`src/rtl/motion_seq.sv`:
```
// Line-motion sequencer: loads a cascaded 12-bit counter chain from a moving
// position register and reports terminal count once per line.
module motion_seq #(
  parameter logic [11:0] POS_INIT = 12'hF00
) (
  input  logic        clk,
  input  logic        _clr,
  input  logic        start,
  input  logic        vstart,
  input  logic [3:0]  vel,
  input  logic        freeze,
  input  logic        carry_in,
  output logic        _load,
  output logic        en_p,
  output logic        en_t,
  output logic [11:0] preset,
  output logic        hit,
  output logic        busy
);

  localparam int unsigned POS_W = 12;
  localparam int unsigned VEL_W = 4;

  typedef enum logic [1:0] {IDLE, LOAD, COUNT, HOLD} state_t;

  state_t             state, state_nxt;
  logic [POS_W-1:0]   pos;
  logic [POS_W-1:0]   vel_ext;
  logic               load_nxt, en_nxt, hit_nxt, busy_nxt;

  assign vel_ext = {{(POS_W-VEL_W){vel[VEL_W-1]}}, vel};
  assign preset  = pos;

  // Position moves once per frame unless frozen; wraps modulo 4096.
  always_ff @(posedge clk or negedge _clr) begin
    if (!_clr) begin
      pos <= POS_INIT;
    end else if (vstart && !freeze) begin
      pos <= pos + vel_ext;
    end
  end

  always_ff @(posedge clk or negedge _clr) begin
    if (!_clr) begin
      state <= IDLE;
      _load <= 1'b1;
      en_p  <= 1'b0;
      en_t  <= 1'b0;
      hit   <= 1'b0;
      busy  <= 1'b0;
    end else begin
      state <= state_nxt;
      _load <= load_nxt;
      en_p  <= en_nxt;
      en_t  <= en_nxt;
      hit   <= hit_nxt;
      busy  <= busy_nxt;
    end
  end

  // Next state plus the output values belonging to that state, so the
  // registered outputs line up with the state register.
  always_comb begin
    state_nxt = state;
    load_nxt  = 1'b1;
    en_nxt    = 1'b0;
    hit_nxt   = 1'b0;
    busy_nxt  = 1'b0;

    case (state)
      IDLE, HOLD: begin
        if (start) state_nxt = LOAD;
      end
      LOAD: begin
        state_nxt = COUNT;
      end
      COUNT: begin
        // A new line start pre-empts a carry on the same edge.
        if (start) begin
          state_nxt = LOAD;
        end else if (carry_in) begin
          state_nxt = HOLD;
          hit_nxt   = 1'b1;
        end
      end
      default: state_nxt = IDLE;
    endcase

    case (state_nxt)
      LOAD: begin
        load_nxt = 1'b0;
        busy_nxt = 1'b1;
      end
      COUNT: begin
        en_nxt   = 1'b1;
        busy_nxt = 1'b1;
      end
      default: begin
        load_nxt = 1'b1;
      end
    endcase
  end

endmodule

```
`config.mk`:
```
export PLATFORM = sky130hd
export DESIGN_NAME = motion_seq
export DESIGN_NICKNAME = d
export VERILOG_FILES = /design/src/rtl/motion_seq.sv
export SDC_FILE = /design/constraint.sdc
export NUM_CORES = 1
export LEC_CHECK = 0
export CAP_MARGIN = 20
export CORE_MARGIN = 2
export CORE_UTILIZATION = 50
export DETAILED_ROUTE_END_ITERATION = 8
export PLACE_DENSITY = 0.9
export SLEW_MARGIN = 20
export SYNTH_ARGS = -nofsm -noshare
export SYNTH_HDL_FRONTEND = slang
export SYNTH_SLANG_ARGS = --single-unit
```
`constraint.sdc`:
```
create_clock -name clk -period 3.05 [get_ports clk]
set_input_delay 0.305 -clock clk [delete_from_list [all_inputs] [get_ports clk]]
set_output_delay 0.305 -clock clk [all_outputs]
set_load 0.01 [all_outputs]
```
# Yosys cells after proc, flatten, opt, wreduce, memory -nomap -nowiden
# Cells that the tools add are included.
# classes
shift,0
bitwise_logic,0
reduce_logical,5
eq_ne,5
div_mod_pow,0
mux,10
addsub,1
mul,0
order_cmp,0
# op_table
op,count
$add 12x12->12,1
$eq 2x2->1 const B,3
$mux 1,6
$mux 2,3
$pmux 2 s3,1
$eq 2x1->1 const B,2
$reduce_or 2->1,2
$logic_not 2->1,1
$logic_and 1x1->1,1
$logic_not 1->1,1
# totals
ramBits,0
latch_bits,0
word_cells,27
memories,0
in_bits,10
rom_bits,0
reg_bits,18
output_inout_bits,17

# Longest topological paths before layout
# logic_depth
word_depth,6
mapped_depth,7
ltp_nobuf,7

# Worst setup path after synthesis
# No wires, ideal clock.
# synth_timing
path_type,reg-to-reg
start,reg pos[0] (netlist: preset[0])
end,reg pos[10] (netlist: preset[10])
path_buffers,0
arrival_ps,2182
required_ps,2972
stages_incl_launch_ff,8
path_slack_ps,790
setup_ps,78
synth_period_minus_slack_ps,2260
path_cell_list,dfrtp_1 -> ha_1 -> fa_1 -> a21o_2 -> a311oi_2 -> nor3_1 -> or3_1 -> a31o_1
# synth_between
elab_chain_len,1
# synth_rtl
item,line,rtl
start: declaration,27,logic [POS_W-1:0] pos;
start signal: assignment,39,pos <= pos + vel_ext;
$add 12x12->12,39,
# No other way between the ends.
# A chain may end at the register's enable or synchronous reset.

# Final worst setup path
# layout_timing
start,in vel[3]
end,reg pos[11] (netlist: preset[11])
# layout_between
elab_chain_len,1
# layout_rtl
item,line,rtl
start: declaration,10,"input logic [3:0] vel,"
$add 12x12->12,39,
# No other way between the ends.

==> out/metrics.yaml <==
power.leakage_nw: 0.688
use_met2: 0.343
critPathBufInv: 2
cts_tree: "built"
crit_chain: "clkdlybuf4s50_1, buf_4, ha_1, a21oi_1, o21ai_0, a211oi_1, nor4_1, a211o_1"
routed_via_density: 5.92
ir_drop_v: 0.000714
worstPathMaxFanout: 8
fin_crit_ns: 2.42
cts_inserted_buffers: 3
drt_iter0_drc: 15
status: "completed"
layout_commonest_cell: "clkdlybuf4s50_1"
final_antenna_net_count: 0
drive_gt1_frac: 0.0848
power_density_mw_per_mm2: 981
rsz0062_at_grt: "no"
dp_hpwl_um: 2030
grt_pass1_vias: 1069
cts_root_buf: "clkbuf_4"
final_cell_area_mm2: 0.00157
worst_r2r_endpoint: "preset[10]"
end_kind: "flop"
start_util: 0.520
setup_tns_ns: 0
hp-class: "primary input to asynchronous set/reset pin"
cp.required_ns: 3.29
ys_seq_area_frac: 0.361
slowest_delay_ns: 0.57
io_pins: 27
rows: 18
fin_cells: 195
dp.cells: 191
chipHeight_um: 54.3
gr-usage-met3: 0.0410
ys_seq_elements: 18
layout_common_cells: "clkdlybuf4s50_1 (26), nand2_1 (19), ha_1 (14), dfrtp_1 (13), o21ai_0 (12)"
globalRouteOverflowTotal: 0
final_nets: 191
regToRegStartpoint: "preset[0]"
syn_nets: 165
whs_ns: 0.471
syn_area_mm2: 0.00126
skew_ns: 0.00539
cts.sinks: 18
syn_inst: 140
clk_path_buf_depth: 2
slew_headroom: 0.437
syn2layout_area_growth_pct: 24.4
cts.repair.resized: 0
grt_max_degree: 26
reg2regPathDepth: 7
dp_slack_ns: 0.366
place_area_mm2: 0.00154
r2r_slack_ns: 0.71
synth.distinct_cells: 41
dieWidth_um: 54.3
clock_latency_ns: 0.30
cp.arrival_ns: 2.66
gp_congestion: 0.864
cp_top_family: "compound AO/OA/AOI/OAI gates"
hold_viol: 0
h-tree-depth: 1
syn_area_per_cell_um2: 9.03
async_flop_share: 1.00
fmax_mhz: 413
io_buffers: 26
yosys_warnings: 0
fp.coreArea_mm2: 0.00243
post_cts_buffers: 0
finalCritPeriodShare: 0.794
synth-main-ff-cell: "dfrtp_1"
slew_violations: 0
critPathLaunchType: "primary input"
cts.clk_slew.worst_paths_ns: 0.11
gr-usage-met1: 0.262
critical_path_class: "primary input to flop"
die-area_mm2: 0.00295
setup_viol: 0
setup_ws_ns: 0.630
grt-busiest-layer: "met2"
postCtsHoldBufs: 0
grt_pass1_wl_um: 4430
via_count: 1155
crit_slowest_cell: "clkdlybuf4s50_1"
first_pass_iters: 4
worst_pin_slew_ns: 0.845
drc: 0
grt.total_usage: 0.207
wire_per_inst_um: 14.2
synth_enable_flop_cells: 0
diodes: 0
wirelength_um: 2760
antenna_found_initial: 0
max_cap_viol_count: 0
through the flow:
| stage | power (mW) | utilization |
|---|---|---|
| after floorplan | 1.07 | - |
| after global placement | 1.35 | 0.631 |
| after detailed placement | 1.39 | 0.631 |
| after CTS | 1.55 | 0.646 |
| after global routing | 1.67 | 0.646 |
| final | 1.54 | 0.646 |
final cells by class:
type,count,area (um2)
clock buffer,4,36.3
fill,216,861
inverter,6,22.5
multi-input combinational,110,751
sequential,18,457
tap,30,37.5
timing repair buffer,27,268
power breakdown:
group	internal [mW]	leakage [nW]	total (mW)	switching, mW
clock	0.0728	0.0210	0.149	0.0759
combinational	0.460	0.455	0.936	0.475
sequential	0.370	0.212	0.457	0.0867
worst max path at each step:
| stage | endpoint | slack [ns] | startpoint | depth (start not counted) |
|---|---|---|---|---|
| after global routing | preset[11] | 0.50 | vel[3] | 8 |
| final | preset[11] | 0.63 | vel[3] | 8 |
| after global placement | preset[10] | 0.42 | vel[0] | 8 |
| after floorplan | preset[10] | 0.79 | preset[0] | 7 |
| after detailed placement | preset[11] | 0.37 | vel[3] | 8 |
| after CTS | preset[11] | 0.67 | vel[3] | 8 |
routing by layer:
layer	vias to the layer above	wire length, um
met5	-	0
met1	560	1210
met4	0	48
met2	34	1350
li1	553	-
met3	8	151
sequential cells by signal (all words and copies together) (netlist names):
name / flops
preset: 12
hit: 1
_load: 1
busy: 1
en_t: 1
state: 2
synthesized netlist by cell type (2+ instances only):
master | count | area [um2]
and2_1 | 2 | 12.5
nor3_1 | 3 | 15.0
a21o_1 | 3 | 22.5
dfstp_2 | 5 | 131
o21ai_0 | 12 | 60.1
nor2b_1 | 2 | 12.5
xnor2_1 | 4 | 35.0
a211oi_1 | 3 | 22.5
nand2_1 | 19 | 71.3
dfrtp_1 | 13 | 325
nand3_1 | 8 | 40.0
clkbuf_1 | 3 | 11.3
nor3b_1 | 2 | 15.0
nand2b_1 | 2 | 12.5
nor2_1 | 7 | 26.3
a21oi_1 | 9 | 45.0
ha_1 | 14 | 175
inv_1 | 6 | 22.5
kinds of logic after synthesis:
group	Yosys count	share of synthesized area
DFF	18	0.361
xor gates and xnor gates	5	0.0347
buffers and inverters	12	0.0446
adders and majority gates	15	0.154
AOI/OAI and AO/OA	39	0.207
and+or+nand+nor	51	0.198
No activity file was read; power rests on OpenSTA's default activity.
